$ cat config.mk
export PLATFORM = sky130hd
export DESIGN_NAME = gray_counter
export DESIGN_NICKNAME = d
export VERILOG_FILES = /design/src/rtl/gray_pkg.sv /design/src/rtl/gray_to_bin.sv /design/src/rtl/gray_counter.sv
export SDC_FILE = /design/constraint.sdc
export NUM_CORES = 1
export LEC_CHECK = 0
export ABC_AREA = 1
export CAP_MARGIN = 20
export CORE_ASPECT_RATIO = 0.9
export CORE_MARGIN = 2
export CORE_UTILIZATION = 25
export DETAILED_ROUTE_END_ITERATION = 12
export PLACE_DENSITY_LB_ADDON = 0.25
export SLEW_MARGIN = 20
export SYNTH_ARGS = -nofsm -noshare
export SYNTH_HDL_FRONTEND = slang
export SYNTH_SLANG_ARGS = --single-unit
$ cat constraint.sdc
create_clock -name clk -period 1.5 [get_ports clk]
set_clock_uncertainty 0.1 [all_clocks]
set_input_delay 0.375 -clock clk [delete_from_list [all_inputs] [get_ports clk]]
set_output_delay 0.375 -clock clk [all_outputs]
set_load 0.05 [all_outputs]
$ cat src/rtl/gray_pkg.sv
// Shared Gray-code helpers and types for the gray_counter family.
// Functions operate on a fixed-width vector; callers zero-extend narrower values.
package gray_pkg;

    localparam int GRAY_MAX_W = 32;

    typedef logic [GRAY_MAX_W-1:0] gray_vec_t;

    typedef enum logic {
        DIR_DOWN = 1'b0,
        DIR_UP   = 1'b1
    } cnt_dir_e;

    function automatic gray_vec_t bin2gray(input gray_vec_t b);
        return b ^ (b >> 1);
    endfunction

    // Zero upper bits leave the prefix XOR of the real bits unchanged.
    function automatic gray_vec_t gray2bin(input gray_vec_t g);
        gray_vec_t b;
        b[GRAY_MAX_W-1] = g[GRAY_MAX_W-1];
        for (int i = GRAY_MAX_W - 2; i >= 0; i--) begin
            b[i] = b[i+1] ^ g[i];
        end
        return b;
    endfunction

endpackage

$ cat src/rtl/gray_to_bin.sv
// Combinational WIDTH-bit Gray-to-binary decoder (prefix XOR from the MSB).
// Also suitable for decoding synchronised Gray pointers in other clock domains.
module gray_to_bin #(
    parameter int WIDTH = 4
) (
    input  logic [WIDTH-1:0] gray,
    output logic [WIDTH-1:0] bin
);

    for (genvar i = 0; i < WIDTH; i++) begin : g_bit
        assign bin[i] = ^gray[WIDTH-1:i];
    end

endmodule

$ cat src/rtl/gray_counter.sv
// Parametrised up/down Gray counter with load, wrap/saturate mode and flags.
// Optional macro GRAY_COUNTER_BIN_OUT_EN exposes bin_count and bin_next.
module gray_counter
    import gray_pkg::*;
#(
    parameter int WIDTH    = 4,
    parameter bit SATURATE = 1'b0
) (
    input  logic             clk,
    input  logic             rst,
    input  logic             en,
    input  logic             up,
    input  logic             load,
    input  logic [WIDTH-1:0] load_gray,
    output logic [WIDTH-1:0] gray_count,
    output logic             tc,
    output logic             wrapped
`ifdef GRAY_COUNTER_BIN_OUT_EN
    ,
    output logic [WIDTH-1:0] bin_count,
    output logic [WIDTH-1:0] bin_next
`endif
);

    logic [WIDTH-1:0] bin_q, bin_d;
    logic [WIDTH-1:0] gray_q, gray_d;
    logic             wrapped_q, wrapped_d;
    logic [WIDTH-1:0] load_bin;
    logic [WIDTH-1:0] step_bin;
    logic             tc_c;
    cnt_dir_e         dir;

    gray_to_bin #(.WIDTH(WIDTH)) u_load_dec (
        .gray (load_gray),
        .bin  (load_bin)
    );

    // NOTE: every variable gets a default before the if-chain so no latch is inferred.
    always_comb begin
        dir       = cnt_dir_e'(up);
        tc_c      = (dir == DIR_UP) ? (bin_q == {WIDTH{1'b1}}) : (bin_q == '0);
        step_bin  = (dir == DIR_UP) ? bin_q + WIDTH'(1) : bin_q - WIDTH'(1);
        bin_d     = bin_q;
        gray_d    = gray_q;
        wrapped_d = 1'b0;

        if (load) begin
            bin_d  = load_bin;
            gray_d = load_gray;
        end else if (en && !(SATURATE && tc_c)) begin
            // Gray register is recomputed from the next binary value, so it stays a pure flop output.
            bin_d     = step_bin;
            gray_d    = WIDTH'(bin2gray(gray_vec_t'(step_bin)));
            wrapped_d = !SATURATE && tc_c;
        end
    end

    // NOTE: sequential state uses non-blocking assignments; reset is synchronous here.
    always_ff @(posedge clk) begin
        if (rst) begin
            bin_q     <= '0;
            gray_q    <= '0;
            wrapped_q <= 1'b0;
        end else begin
            bin_q     <= bin_d;
            gray_q    <= gray_d;
            wrapped_q <= wrapped_d;
        end
    end

    assign gray_count = gray_q;
    assign wrapped    = wrapped_q;
    assign tc         = tc_c;

`ifdef GRAY_COUNTER_BIN_OUT_EN
    // bin_next is the count/load path value; a coincident rst still clears the register.
    assign bin_count = bin_q;
    assign bin_next  = bin_d;
`endif

endmodule
==> results.cfg <==
[finish]
ff_latch_area_sq_um = 166
final_nets = 138
drive_above_1_share_pct = 41.1
antenna_cells = 0
area_growth_pct = 82.5
design_area_sq_um = 1060
fillers = 210
stdcell_count = 151
multi_input_area_sq_um = 399

[timing]
final-max-slew-violation-count = 0
rsz0062_at_grt = yes
final.min_clock_period_ns = 1.59
period_share_pct = 106
hold_violations = 0
relSlewSlack_pct = 86.9
clock.fmax_mhz = 630
worst_slew_pin_slew_ns = 0.196
finalSetupViolCount = 4
fin_ws_ns = -0.0882

[place]
place.gp.congestion = 0.772
placed_area_sq_um = 906
dpl.cell_count = 143
place_ws_ns = -0.717
hpwl_um = 1130
portBuffers = 14

[critical_path]
crit_family = flip-flops
r2r_slack_ns = -0.04
crit_path_top_delay_cell = dfxtp_2
cpPeakStageDelay_ns = 0.33
crit_end = tc
rr_endpoint = bin_q[1]
crit_path_end_kind = primary output
critPathLaunch = bin_q[0]
cp-start-kind = flip-flop
path_cells = buf_6 > nor2_4 > nand3_2 > nand2_2 > buf_12
path_max_fanout = 3
critPathKind = reg -> out
critPathBufInv = 2
required_ns = 1.02
cp.arrival_ns = 1.11
reg2reg_depth = 7
worstReg2RegStart = bin_q[0]
cp.depth = 5

[synthesis]
yosys_warnings = 0
synth_area_sq_um = 579
synth_nets = 103
ys_ff_latch = 8
avgSynthCellArea_sq_um = 6.37
synth_top_area_cell = dfxtp_1
synth_cell_types = 22
synth_area_leaders = dfxtp_1 (28%), nand2_1 (16%), inv_1 (10%)
synthDominantCellAreaShare_pct = 27.6
synthCells = 91
yosysSeqAreaShare_pct = 27.6

[clock_tree]
clk_pin_slew_ns = 0.06
cts_buffers = 3
clock_path_buffers = 2
clock_latency_ns = 0.27
clkSinkCount = 8
cts_root_buf = clkbuf_4
htree_levels = 1
cts_tree = done

[detailed_routing]
wl_um = 1560
num_vias = 662
drt_pass1_iterations = 4
wl_per_cell_um = 10.3
drc = 0
ant_nets = 0
vias_per_cell = 4.38
dr.first_iter.drc_count = 12

[global_route]
grt_use_total_pct = 12.9
grt_max_degree = 11
grt_pass1_vias = 612
grt_pass1_wl_um = 2450
grt-ovfl-total = 0
antenna_found_initial = 0

[die]
rows = 16
die_h_um = 49.7
core_sq_um = 2180
die_w_um = 54.7
ios = 15
initial_core_util_pct = 26.5
fp.dieArea_sq_um = 2720

[power_and_ir_drop]
powerDensity_nw_per_um2 = 819
p_leak_nw = 0.510
peakVddDrop_mv = 0.555

[outcome]
status = finished with violations
violations = setup timing

[worst_hold_path]
hold_class = reg -> reg

[run]
timing.max_cap.violations = 0
## routing by layer
metal	wire length [um]	global-route usage, %	vias to the layer above
met5	0	0	-
met4	18	5.00	0
met3	105	6.97	5
met2	752	18.3	17
met1	685	16.0	280
li1	-	-	360
## how the worst min path moves through the flow
stage | from | end | slack [ns] | depth (start not counted)
final | gray_count[1] | gray_count[1] | 0.42 | 2
after global routing | gray_count[1] | gray_count[1] | 0.43 | 2
after CTS | gray_count[1] | gray_count[1] | 0.42 | 2
after detailed placement | gray_count[1] | gray_count[1] | 0.40 | 2
after global placement | gray_count[1] | gray_count[1] | 0.40 | 2
after floorplan | rst | bin_q[0] | 0.34 | 1
## placed cells by master (no fill, tap or decap), drive strengths merged
cell	Yosys	routed
nand2	25	25
buf	2	25
inv	18	18
dfxtp	8	8
clkdlybuf4s50	0	7
o21ai	7	7
a21oi	7	7
nor2	7	7
nand3	6	6
clkbuf	0	3
a22oi	2	2
ha	2	2
nand4	1	1
a31oi	1	1
or2	1	1
o22ai	1	1
xnor2	1	1
xor2	1	1
fa	1	1
## synth_stat cells, drive strengths merged
cell type and number:
a21oi 7, a22oi 2, a31oi 1, buf 2
dfxtp 8, fa 1, ha 2, inv 18
nand2 25, nand3 6, nand4 1, nor2 7
o21ai 7, o22ai 1, or2 1, xnor2 1
xor2 1
## cells by family after synthesis
kind of cell,Yosys count,share of synthesized area (%)
AOI/OAI and AO/OA,18,16.8
DFF,8,27.6
xor gates and xnor gates,2,3.02
adders and majority gates,3,7.77
buffers and inverters,20,14.9
and+or+nand+nor,40,29.8
## worst min-delay path, stage by stage, from the launching register on
cell     delay [ns]
dfxtp_1        0.35
nand2_1        0.08
a21oi_1        0.06
## registers in the layout (all words and copies together) (netlist names)
signal and count:
bin_q 4, gray_count 3, wrapped 1
## layout make-up
| class | count | area share [%] |
|---|---|---|
| Tap cell | 27 | 3.20 |
| Multi-Input combinational cell | 63 | 37.8 |
| Timing Repair Buffer | 32 | 33.6 |
| Sequential cell | 8 | 15.7 |
| Inverter | 18 | 7.57 |
| Clock buffer | 3 | 2.13 |
## per-stage QoR
stage               hold slack [ns]  power, mW  util (%)  setup TNS, ns
global placement              0.401      0.605      41.5          -4.65
floorplan                     0.344      0.446         -       -0.00928
global route                  0.433      0.923      48.5         -0.718
finish                        0.422      0.866      48.5         -0.182
detailed placement            0.405      0.606      41.5          -4.65
CTS                           0.421      0.833      46.6         -0.177
## timing repair
action | CTS | global route
hold buffers | 0 | 0
setup buffers | 5 | 1
gates cloned | 0 | 0
setup endpoints to repair | 7 | 8
gates resized for setup | 21 | 11
pin swaps | 8 | 8
## power breakdown
group | leakage, nW | switching [mW] | total [mW] | internal, mW
logic | 0.429 | 0.213 | 0.427 | 0.214
clock network | 0.0138 | 0.0893 | 0.182 | 0.0926
registers | 0.0673 | 0.0220 | 0.257 | 0.235
total | 0.510 | 0.324 | 0.866 | 0.542
(Power assumes the default switching activity.)
